[src/rtl/uart_tx_arbiter.sv]
// Round-robin arbiter that hands a UART transmitter to one byte-stream requester per packet.
// Optional macro UART_ARB_TIMEOUT_EN adds forced release of an owner that stalls mid-packet.
module uart_tx_arbiter #(
    parameter int N_REQ   = 4,
    parameter int TIMEOUT = 1024
) (
    input  logic               clk_i,
    input  logic               rstn_i,
    input  logic [N_REQ-1:0]   req_valid_i,
    input  logic [8*N_REQ-1:0] req_data_i,
    input  logic [N_REQ-1:0]   req_last_i,
    output logic [N_REQ-1:0]   req_ready_o,
    output logic               tx_valid_o,
    output logic [7:0]         tx_data_o,
    input  logic               tx_ready_i,
    output logic [N_REQ-1:0]   grant_o,
    output logic               busy_o,
    output logic               timeout_o
);

    localparam int IW = $clog2(N_REQ);
    localparam logic [N_REQ-1:0] GRANT0 = N_REQ'(1);

    if (N_REQ < 2 || N_REQ > 8 || TIMEOUT < 2 || TIMEOUT > 65535) begin : g_param_check
        $error("uart_tx_arbiter: parameter out of range");
    end

    typedef enum logic {
        IDLE = 1'b0,
        OWN  = 1'b1
    } state_e;

    state_e           state_q;
    logic [IW-1:0]    owner_q;
    logic [IW-1:0]    last_owner_q;
    logic [N_REQ-1:0] grant_q;

    logic             owner_found;
    logic [IW-1:0]    owner_d;
    logic [IW-1:0]    cand;
    logic             owner_valid;
    logic             owner_last;
    logic [7:0]       owner_data;
    logic             handshake;

`ifdef UART_ARB_TIMEOUT_EN
    logic [15:0]      idle_cnt_q;
    logic             timeout_q;
`endif

    // Walk offsets from farthest to nearest so the requester closest after last_owner wins.
    // NOTE: every always_comb output gets a default first, otherwise a latch is inferred.
    always_comb begin
        owner_found = 1'b0;
        owner_d     = last_owner_q;
        cand        = '0;
        for (int i = N_REQ; i >= 1; i--) begin
            cand = IW'((int'(last_owner_q) + i) % N_REQ);
            if (req_valid_i[cand]) begin
                owner_found = 1'b1;
                owner_d     = cand;
            end
        end
    end

    assign owner_valid = req_valid_i[owner_q];
    assign owner_last  = req_last_i[owner_q];
    assign owner_data  = req_data_i[{owner_q, 3'b000} +: 8];

    assign tx_valid_o  = (state_q == OWN) & owner_valid;
    assign tx_data_o   = (state_q == OWN) ? owner_data : 8'h00;
    assign handshake   = tx_valid_o & tx_ready_i;
    assign req_ready_o = grant_q & {N_REQ{tx_ready_i}};
    assign grant_o     = grant_q;
    assign busy_o      = (state_q == OWN);

`ifdef UART_ARB_TIMEOUT_EN
    assign timeout_o   = timeout_q;
`else
    assign timeout_o   = 1'b0;
`endif

    // NOTE: sequential state uses non-blocking assignments so every register samples pre-edge values.
    always_ff @(posedge clk_i or negedge rstn_i) begin
        if (!rstn_i) begin
            state_q      <= IDLE;
            owner_q      <= '0;
            last_owner_q <= IW'(N_REQ - 1);
            grant_q      <= '0;
`ifdef UART_ARB_TIMEOUT_EN
            idle_cnt_q   <= '0;
            timeout_q    <= 1'b0;
`endif
        end else begin
`ifdef UART_ARB_TIMEOUT_EN
            timeout_q <= 1'b0;
`endif
            case (state_q)
                IDLE: begin
                    if (owner_found) begin
                        state_q <= OWN;
                        owner_q <= owner_d;
                        grant_q <= GRANT0 << owner_d;
`ifdef UART_ARB_TIMEOUT_EN
                        idle_cnt_q <= '0;
`endif
                    end
                end
                OWN: begin
                    if (handshake && owner_last) begin
                        state_q      <= IDLE;
                        last_owner_q <= owner_q;
                        grant_q      <= '0;
                    end
`ifdef UART_ARB_TIMEOUT_EN
                    else if (!owner_valid) begin
                        // Release on the edge where the count of silent owner cycles reaches TIMEOUT.
                        if (idle_cnt_q == 16'(TIMEOUT - 1)) begin
                            state_q      <= IDLE;
                            last_owner_q <= owner_q;
                            grant_q      <= '0;
                            idle_cnt_q   <= '0;
                            timeout_q    <= 1'b1;
                        end else begin
                            idle_cnt_q <= idle_cnt_q + 16'd1;
                        end
                    end else if (handshake) begin
                        idle_cnt_q <= '0;
                    end
`endif
                end
                default: state_q <= IDLE;
            endcase
        end
    end

endmodule

[config.mk]
export PLATFORM = sky130hd
export DESIGN_NAME = uart_tx_arbiter
export DESIGN_NICKNAME = d
export VERILOG_FILES = /design/src/rtl/uart_tx_arbiter.sv
export SDC_FILE = /design/constraint.sdc
export NUM_CORES = 1
export LEC_CHECK = 0
export ABC_AREA = 1
export CAP_MARGIN = 20
export CORE_ASPECT_RATIO = 1.2
export CORE_MARGIN = 4
export CORE_UTILIZATION = 37
export CTS_BUF_LIST = sky130_fd_sc_hd__clkbuf_16
export DETAILED_ROUTE_END_ITERATION = 10
export PLACE_DENSITY = 0.8
export SYNTH_ARGS = -nofsm -noshare
export SYNTH_HDL_FRONTEND = slang
export SYNTH_SLANG_ARGS = --single-unit
export TNS_END_PERCENT = 5
[constraint.sdc]
create_clock -name clk_i -period 1.65 [get_ports clk_i]
set_clock_uncertainty 0.1 [all_clocks]
set_input_delay 0.33 -clock clk_i [delete_from_list [all_inputs] [get_ports clk_i]]
set_output_delay 0.33 -clock clk_i [all_outputs]
set_load 0.03 [all_outputs]
==> reports/results.ini, run 1 <==
[critical_path]
start_kind=flip-flop
endpoint=tx_data_o[5]
cpMaxStageDelayCell=dfrtp_2
cp_data_required_time_ns=1.22
path_max_fanout=6
crit_arrival_ns=1.42
cp.depth=6
endpoint_kind=output port
cpLargestDelayFamily=flip-flops
regToRegStartpoint=last_owner_q[0]
criticalPathCategory=flip-flop to output port
r2r.worst_path.cells=11
reg2reg_slack_ns=0.02
path_buf_inv=2
worstSetupStartpoint=owner_q[0]
regToRegEndpoint=grant_o[0]
path_cells=buf_6 > nor2_4 > nor2_2 > o21ai_1 > a21oi_2 > buf_12
slowest_delay_ns=0.46

[logic_synthesis]
synth_fp_nets=217
yosysWarnings=0
ys_seq_area_share_pct=22.6
ys_ff_latch=9
netlist_area_um2=1010
synthDistinctLibCells=26
synthCells=174
synth.avg_cell_area_um2=5.78

[route]
met3_length_um=193
met1_length_um=1390
drt_iter0_markers=37
firstDrtPassIters=4
drc=0
drt_wl_total_um=3500
wl_met2_um=1900
via_count=1395
highest_layer=met4
drt-wirelength-per-cell_um=12.3
ant_nets=0
vias_per_cell=4.91

[power_and_ir_drop]
p_leak_nw=0.971
power.density_nw_per_um2=2010
ir_drop_uv=1340

[grt]
grt_first_pass_wirelength_um=5620
grt_max_degree=20
antenna_found_initial=0
grt_pass1_vias=1317
grt_usage_pct=19.2
gr-total-overflow=0

[finish]
final_cell_mix=clkdlybuf4s50_1, nand2_1, nor2_1, buf_4
antenna_cells=0
area.growth.synth_to_final_pct=91.9
final_nets=295
drive_gt1_share_pct=33.5
fin_area_um2=1930
layout_commonest_cell=clkdlybuf4s50_1
fill_cells=207

[clock_tree]
insertion_delay_ns=0.23
cts_tree=yes
cts_root_buf=clkbuf_16
htreeDepth=1
cts-buffers-inserted=3
clkSinkCount=9
cts_buffer_depth=2
hold_buffers=0
clk_pin_slew_ns=0.04

[flow_run]
maxCapViolCount=0

[floorplan]
coreArea_um2=2580
dieArea_um2=3620
ios=62
row_count=20
die_h_um=65.1
initial_core_util_pct=39.0
die_x_um=55.6

[outcome]
violations=negative setup slack
outcome=complete, but fails checks

[sta]
fmax_ghz=0.539
rsz0062_at_grt=true
setup_ws_ns=-0.204
finalSetupTns_ns=-1.39
post-route-min-period_ns=1.85
hold_viol=0
period_share_pct=112
setup_viol=9
final_max_slew_viol_count=0

[placement]
routabilityCongestion=0.834
dpl.hpwl_um=2570
placed_area_um2=1720
port_buffers=60

[min_path]
hp-class=input port to asynchronous set/reset pin

[sequential cells by signal, indices dropped and copies added (netlist names)]
register / flops
last_owner_q: 2
owner_q: 2
busy_o: 1
grant_o: 4
[how the worst min path moves through the flow]
| stage | slack (ns) | to |
|---|---|---|
| floorplan | -0.07 | busy_o |
| global placement | 0.41 | busy_o |
| detailed placement | 0.42 | grant_o[0] |
| CTS | 0.30 | grant_o[1] |
| global route | 0.33 | grant_o[1] |
| finish | 0.29 | grant_o[1] |
[metrics by stage]
stage / setup WS [ns] / power (mW) / hold WS, ns / std cells / utilization, %
after floorplan: 0.00205 / 2.22 / -0.0656 / 174 / -
after global placement: -0.295 / 3.06 / 0.405 / 275 / 66.9
after detailed placement: -0.307 / 3.09 / 0.423 / 275 / 66.9
after CTS: -0.167 / 3.78 / 0.301 / 284 / 73.3
after global routing: -0.274 / 4.15 / 0.328 / 284 / 74.9
final: -0.204 / 3.87 / 0.289 / 284 / 74.9
[cell families after synthesis]
group	count (synthesis)	share of synthesized area (%)
compound gates	35	20.0
flops	9	22.6
buf+inv	26	12.1
other cells	1	0.373
simple gates	102	43.9
mux	1	0.995
[synth_stat cells (all sizes together)]
| master | n | area share [%] |
|---|---|---|
| nand2 | 50 | 21 |
| nor2 | 35 | 13 |
| o21ai | 23 | 12 |
| inv | 17 | 6.3 |
| nand3 | 13 | 7.0 |
| a21oi | 12 | 7.8 |
| buf | 7 | 5.0 |
| dfrtp | 7 | 17 |
| nand4 | 3 | 1.9 |
| dfstp | 2 | 5.2 |
| and2 | 1 | 0.87 |
| clkbuf | 1 | 0.37 |
| clkinv | 1 | 0.37 |
| conb | 1 | 0.37 |
| mux2i | 1 | 1.0 |
[repair_timing]
item / in CTS / in global routing
setup buffers: 4 / 0
endpoints found under the hold margin: 0 / 0
gates resized for setup: 29 / 14
gates cloned: 1 / 0
endpoints found under the setup margin: 20 / 16
pin swaps: 8 / 7
[final cells by class]
cell class | count | area (µm²) | share of cell area [%]
multi-input cells | 139 | 732 | 37.9
clock inverters | 1 | 3.75 | 0.194
repair buffers | 81 | 776 | 40.2
clock buffers | 3 | 75.1 | 3.89
inverters | 18 | 72.6 | 3.76
well taps | 33 | 41.3 | 2.14
flip-flops and latches | 9 | 230 | 11.9
[layer usage]
| metal | track usage (%) | vias to the layer above |
|---|---|---|
| met5 | 0 | - |
| met4 | 3.04 | 0 |
| met3 | 4.91 | 5 |
| met2 | 37.4 | 40 |
| met1 | 20.9 | 641 |
| li1 | - | 709 |
[power by group]
part	switching (mW)	total (mW)	internal, mW
combinational	1.69	2.97	1.28
sequential	0.147	0.483	0.336
clock	0.104	0.420	0.316
Power figures use the tool's default switching activity.
==> run 2: changes to the inputs <==
==> constraint.sdc (replaced) <==
create_clock -name clk_i -period 1.65 [get_ports clk_i]
set_clock_uncertainty 0.1 [all_clocks]
set_input_delay 0.495 -clock clk_i [delete_from_list [all_inputs] [get_ports clk_i]]
set_output_delay 0.495 -clock clk_i [all_outputs]
set_load 0.03 [all_outputs]
==> reports/results.ini, run 2 (same netlist as run 1, synthesis figures left out) <==
[outcome]
outcome=complete, but fails checks
violations=negative setup slack

[sta]
setup_ws_ns=-0.505  ; -0.302 ns
rsz0062_at_grt=true
setup_viol=17  ; +8
fmax_ghz=0.464  ; -14%
post-route-min-period_ns=2.16  ; +0.302 ns
hold_viol=0  ; unchanged
period_share_pct=131  ; +18 points
final_max_slew_viol_count=0  ; unchanged

[route]
ant_nets=0  ; unchanged
firstDrtPassIters=4  ; unchanged
drt_wl_total_um=6100  ; +74%
drc=0  ; unchanged
drt_iter0_markers=141  ; +280%
drt-wirelength-per-cell_um=20.2  ; +64%
vias_per_cell=5.59  ; +14%
via_count=1689  ; +21%

[critical_path]
cpLargestDelayFamily=flip-flops
cpMaxStageDelayCell=dfrtp_2
path_max_fanout=5  ; -1
endpoint_kind=output port
path_buf_inv=3  ; +1
crit_top_cell=buf_6
start_kind=flip-flop
crit_arrival_ns=1.56  ; +0.14 ns
cp_data_required_time_ns=1.05  ; -0.17 ns
criticalPathCategory=flip-flop to output port
slowest_delay_ns=0.47  ; about the same
path_cells=buf_6 > buf_6 > a21oi_4 > o21ai_2 > a21oi_4 > buf_6

[clock_tree]
hold_buffers=0  ; unchanged
cts_tree=yes
cts_root_buf=clkbuf_16
cts-buffers-inserted=3  ; unchanged
clk_pin_slew_ns=0.04  ; about the same
htreeDepth=1  ; unchanged
clkSinkCount=9  ; unchanged
insertion_delay_ns=0.24  ; about the same
cts_buffer_depth=2  ; unchanged

[finish]
final_cell_mix=nand2_1, buf_4, clkdlybuf4s50_1, o21ai_2, dlygate4sd2_1
layout_commonest_cell=nand2_1
area.growth.synth_to_final_pct=129
drive_gt1_share_pct=50.2  ; +17 points
antenna_cells=0  ; unchanged
final_nets=313  ; +6.1%
fin_util_pct=89.5  ; +15 points
largest_reg_flops=4  ; unchanged

[grt]
grt_usage_pct=24.4  ; +5.2 points
gr-total-overflow=0  ; unchanged
grt_pass1_vias=1567  ; +19%
antenna_found_initial=0  ; unchanged
grt_first_pass_wirelength_um=7020  ; +25%
grt_max_degree=19  ; -5.0%

[floorplan]
coreArea_um2=2580  ; unchanged
initial_core_util_pct=39.0  ; unchanged
die_h_um=65.1  ; unchanged
dieArea_um2=3620  ; unchanged
die_x_um=55.6  ; unchanged
row_count=20  ; unchanged
ios=62  ; unchanged

[placement]
dpl.hpwl_um=2900  ; +13%
preCtsSetupSlack_ns=-0.598  ; -0.291 ns
port_buffers=60  ; unchanged
routabilityCongestion=0.865  ; +3.7%

[power_and_ir_drop]
switching_power_mw=2.60  ; +34%
power.density_nw_per_um2=2220  ; +11%
switching_share_pct=50.9  ; +0.71 points
p_seq_share_pct=9.3  ; -3.2 points
ir_drop_uv=1700  ; +27%
clkPwrFrac_pct=8.6  ; -2.2 points
p_leak_nw=1.11  ; +15%
p_int_mw=2.51  ; +30%
pwr-share-comb_pct=82.2  ; +5.5 points

[min_path]
hp-class=flip-flop to flip-flop

[flow_run]
maxCapViolCount=0  ; unchanged

run 2: layer usage:
| metal | vias to the layer above | GRT usage (%) | wire length [µm] |
|---|---|---|---|
| li1 | 751 | - | - |
| met1 | 763 | 24.1 | 2110 |
| met4 | 0 | 9.12 | 431 |
| met5 | - | 0 | 0 |
| met2 | 129 | 49.7 | 3060 |
| met3 | 46 | 4.13 | 494 |
run 2: through the flow:
step | setup TNS (ns) | cells | power, mW | area [µm²] | hold slack, ns
after global routing | -7.47 | 302 | 5.38 | 2310 | 0.450
after floorplan | -0.555 | 174 | 2.38 | 1100 | 0.0994
after CTS | -3.57 | 288 | 4.21 | 2040 | 0.412
final | -6.40 | 302 | 5.12 | 2310 | 0.435
after global placement | -8.44 | 278 | 3.24 | 1810 | 0.400
after detailed placement | -9.05 | 278 | 3.32 | 1810 | 0.406
run 2: worst paths after layout:
check,startpoint,to,slack (ns),depth (start not counted)
min reg2reg,last_owner_q[0],last_owner_q[0],0.43,2
min,last_owner_q[0],last_owner_q[0],0.43,2
min in group asynchronous,rstn_i,grant_o[2],0.45,1
max,owner_q[0],tx_valid_o,-0.51,6
max in group asynchronous,rstn_i,last_owner_q[0],0.67,1
max reg2reg,owner_q[0],grant_o[3],-0.34,11
run 2: layout make-up:
| class | instances | area [µm²] |
|---|---|---|
| Timing Repair Buffer | 98 | 963 |
| Multi-Input combinational cell | 139 | 897 |
| Fill cell | 99 | 270 |
| Sequential cell | 9 | 230 |
| Inverter | 18 | 87.6 |
| Clock buffer | 3 | 75.1 |
| Tap cell | 33 | 41.3 |
| Timing Repair inverter | 1 | 8.76 |
| Clock inverter | 1 | 3.75 |
run 2: timing repair:
action	CTS	global route
buffers inserted	6	11
endpoints found under the setup margin	21	18
pin swaps	29	20
gates resized for setup	69	38
cloned	0	3
run 2: worst reg2reg max path: cells and delay by family (launching register included):
| kind | cells | cell delay [ns] |
|---|---|---|
| buf+inv | 5 | 0.65 |
| flops | 1 | 0.47 |
| compound gates | 3 | 0.41 |
| simple gates | 3 | 0.23 |
run 2: power by group through the flow:
stage                     clock network, mW  logic [mW]  registers (mW)
final                                 0.439        4.20           0.473
after floorplan                           0        1.92           0.468
after detailed placement                  0        2.88           0.435
after global routing                  0.466        4.42           0.489
after CTS                             0.422        3.33           0.454
after global placement                    0        2.81           0.432
==> run 3: changes to the inputs <==
--- a/config.mk
+++ b/config.mk
@@ -13,6 +13,7 @@
 export CTS_BUF_LIST = sky130_fd_sc_hd__clkbuf_16
 export DETAILED_ROUTE_END_ITERATION = 10
 export PLACE_DENSITY = 0.8
+export SETUP_SLACK_MARGIN = 0.15
 export SYNTH_ARGS = -nofsm -noshare
 export SYNTH_HDL_FRONTEND = slang
 export SYNTH_SLANG_ARGS = --single-unit
==> reports/results.ini, run 3 (same netlist as run 1, synthesis figures left out) <==
[outcome]
outcome=complete, but fails checks
violations=negative setup slack

[clock_tree]
cts_buffer_depth=2  ; unchanged
cts-buffers-inserted=3  ; unchanged
cts_root_buf=clkbuf_16
hold_buffers=0  ; unchanged
clk_pin_slew_ns=0.04  ; about the same
insertion_delay_ns=0.24  ; about the same
clkSinkCount=9  ; unchanged
cts_tree=yes
htreeDepth=1  ; unchanged

[finish]
final_cells=302  ; unchanged
drive_gt1_share_pct=50.6  ; +0.37 points
final_nets=313  ; unchanged
antenna_cells=0  ; unchanged
area.growth.synth_to_final_pct=130
register_area_um2=230  ; unchanged
fill_cells=103  ; +4.0%
multi_input_comb_area_um2=897  ; unchanged
fin_area_um2=2320  ; +0.43%
layout_commonest_cell=nand2_1
final_cell_mix=nand2_1, buf_4, clkdlybuf4s50_1, o21ai_2, dlygate4sd2_1
largest_reg_flops=4  ; unchanged

[grt]
grt_pass1_vias=1577  ; +0.64%
antenna_found_initial=0  ; unchanged
grt_first_pass_wirelength_um=7070  ; +0.68%
grt_max_degree=19  ; unchanged
grt_usage_pct=24.5  ; +0.17 points
gr-total-overflow=0  ; unchanged

[sta]
setup_ws_ns=-0.552  ; -0.0468 ns
hold-worst-slack_ns=0.444  ; +0.00945 ns
setup_viol=17  ; unchanged
fmax_ghz=0.454  ; -2.1%
hold_viol=0  ; unchanged
period_share_pct=133  ; +2.8 points
rsz0062_at_grt=true
final_max_slew_viol_count=0  ; unchanged
post-route-min-period_ns=2.20  ; +0.0468 ns

[critical_path]
path_cells=clkbuf_16 > buf_8 > nor2_1 > nor2_1 > o21ai_2 > a21oi_4 > buf_6
path_max_fanout=6  ; +1
cp_data_required_time_ns=1.05  ; about the same
crit_arrival_ns=1.61  ; +0.05 ns
criticalPathCategory=flip-flop to output port
endpoint_kind=output port
r2r.worst_path.cells=9  ; -2
start_kind=flip-flop
cpMaxStageDelayCell=dfrtp_2
crit_top_cell=nor2_1
slowest_delay_ns=0.44  ; -0.03 ns

[floorplan]
row_count=20  ; unchanged
die_x_um=55.6  ; unchanged
initial_core_util_pct=39.0  ; unchanged
dieArea_um2=3620  ; unchanged
coreArea_um2=2580  ; unchanged
ios=62  ; unchanged
die_h_um=65.1  ; unchanged

[route]
drc=0  ; unchanged
vias_per_cell=5.69  ; +1.7%
drt_wl_total_um=6280  ; +2.9%
firstDrtPassIters=4  ; unchanged
ant_nets=0  ; unchanged
drt-wirelength-per-cell_um=20.8  ; +2.9%
via_count=1718  ; +1.7%
drt_iter0_markers=134  ; -5.0%

[power_and_ir_drop]
p_leak_nw=1.11  ; -0.56%
ir_drop_uv=1560  ; -7.9%
power.density_nw_per_um2=2230  ; +0.76%

[placement]
dpl.hpwl_um=2900  ; unchanged
routabilityCongestion=0.865  ; unchanged
port_buffers=60  ; unchanged
placed_area_um2=1810  ; unchanged
dpl.cell_count=278  ; unchanged

[min_path]
hp-class=flip-flop to flip-flop
hold_depth=2  ; unchanged

[flow_run]
maxCapViolCount=0  ; unchanged

## run 3: changes by cell type in the layout (fill, tap and decap cells not counted), sizes merged
cell	change
dlymetal6s2s	-1
dlygate4sd2	+1
buf	+1
clkdlybuf4s15	-1
## run 3: path summary, 6_finish.rpt
check	startpoint	endpoint	slack, ns
worst max-delay path	owner_q[0]	tx_data_o[5]	-0.55
worst min-delay path	grant_o[2]	grant_o[2]	0.44
worst max register to register	owner_q[0]	last_owner_q[1]	-0.26
worst min register to register	grant_o[2]	grant_o[2]	0.44
max in group asynchronous	rstn_i	last_owner_q[0]	0.67
min in group asynchronous	rstn_i	grant_o[1]	0.46
## run 3: layout make-up
class                   count  share of cell area (%)
repair buffers             98                    41.9
multi-input cells         139                    38.7
flip-flops and latches      9                    9.94
inverters                  18                    3.89
clock buffers               3                    3.24
well taps                  33                    1.78
repair inverters            1                   0.378
clock inverters             1                   0.162
## run 3: layer usage
| layer | vias to the layer above | routed length, µm | share of wire [%] | track usage, % |
|---|---|---|---|---|
| met5 | - | 0 | 0 | 0 |
| met4 | 0 | 370 | 5.9 | 9.12 |
| met3 | 33 | 526 | 8.4 | 4.13 |
| met2 | 132 | 3200 | 51 | 49.9 |
| met1 | 806 | 2180 | 35 | 24.4 |
| li1 | 747 | - | - | - |
## run 3: timing repair
item	CTS	global route
gates cloned	0	3
buffers inserted	6	11
pin swaps	29	22
resized for setup	73	42
setup endpoints to repair	22	22
## run 3: per-stage QoR
step	util [%]	total power, mW	TNS, ns	worst slack, ns
global route	89.9	5.40	-6.70	-0.560
detailed placement	70.3	3.32	-9.05	-0.598
floorplan	-	2.38	-0.555	-0.118
finish	89.9	5.18	-5.70	-0.552
global placement	70.3	3.24	-8.44	-0.587
CTS	79.0	4.22	-3.22	-0.363
## run 3: worst max-delay path, delay by kind of cell (launching register included)
kind,cells,cell delay (ns)
flops,1,0.44
simple gates,2,0.24
compound gates,2,0.26
buf+inv,3,0.42
## run 3: report_power, final
part | internal (mW) | total (mW) | switching [mW]
combinational | 1.87 | 4.26 | 2.39
clock | 0.319 | 0.446 | 0.127
sequential | 0.336 | 0.473 | 0.138
total | 2.52 | 5.18 | 2.65
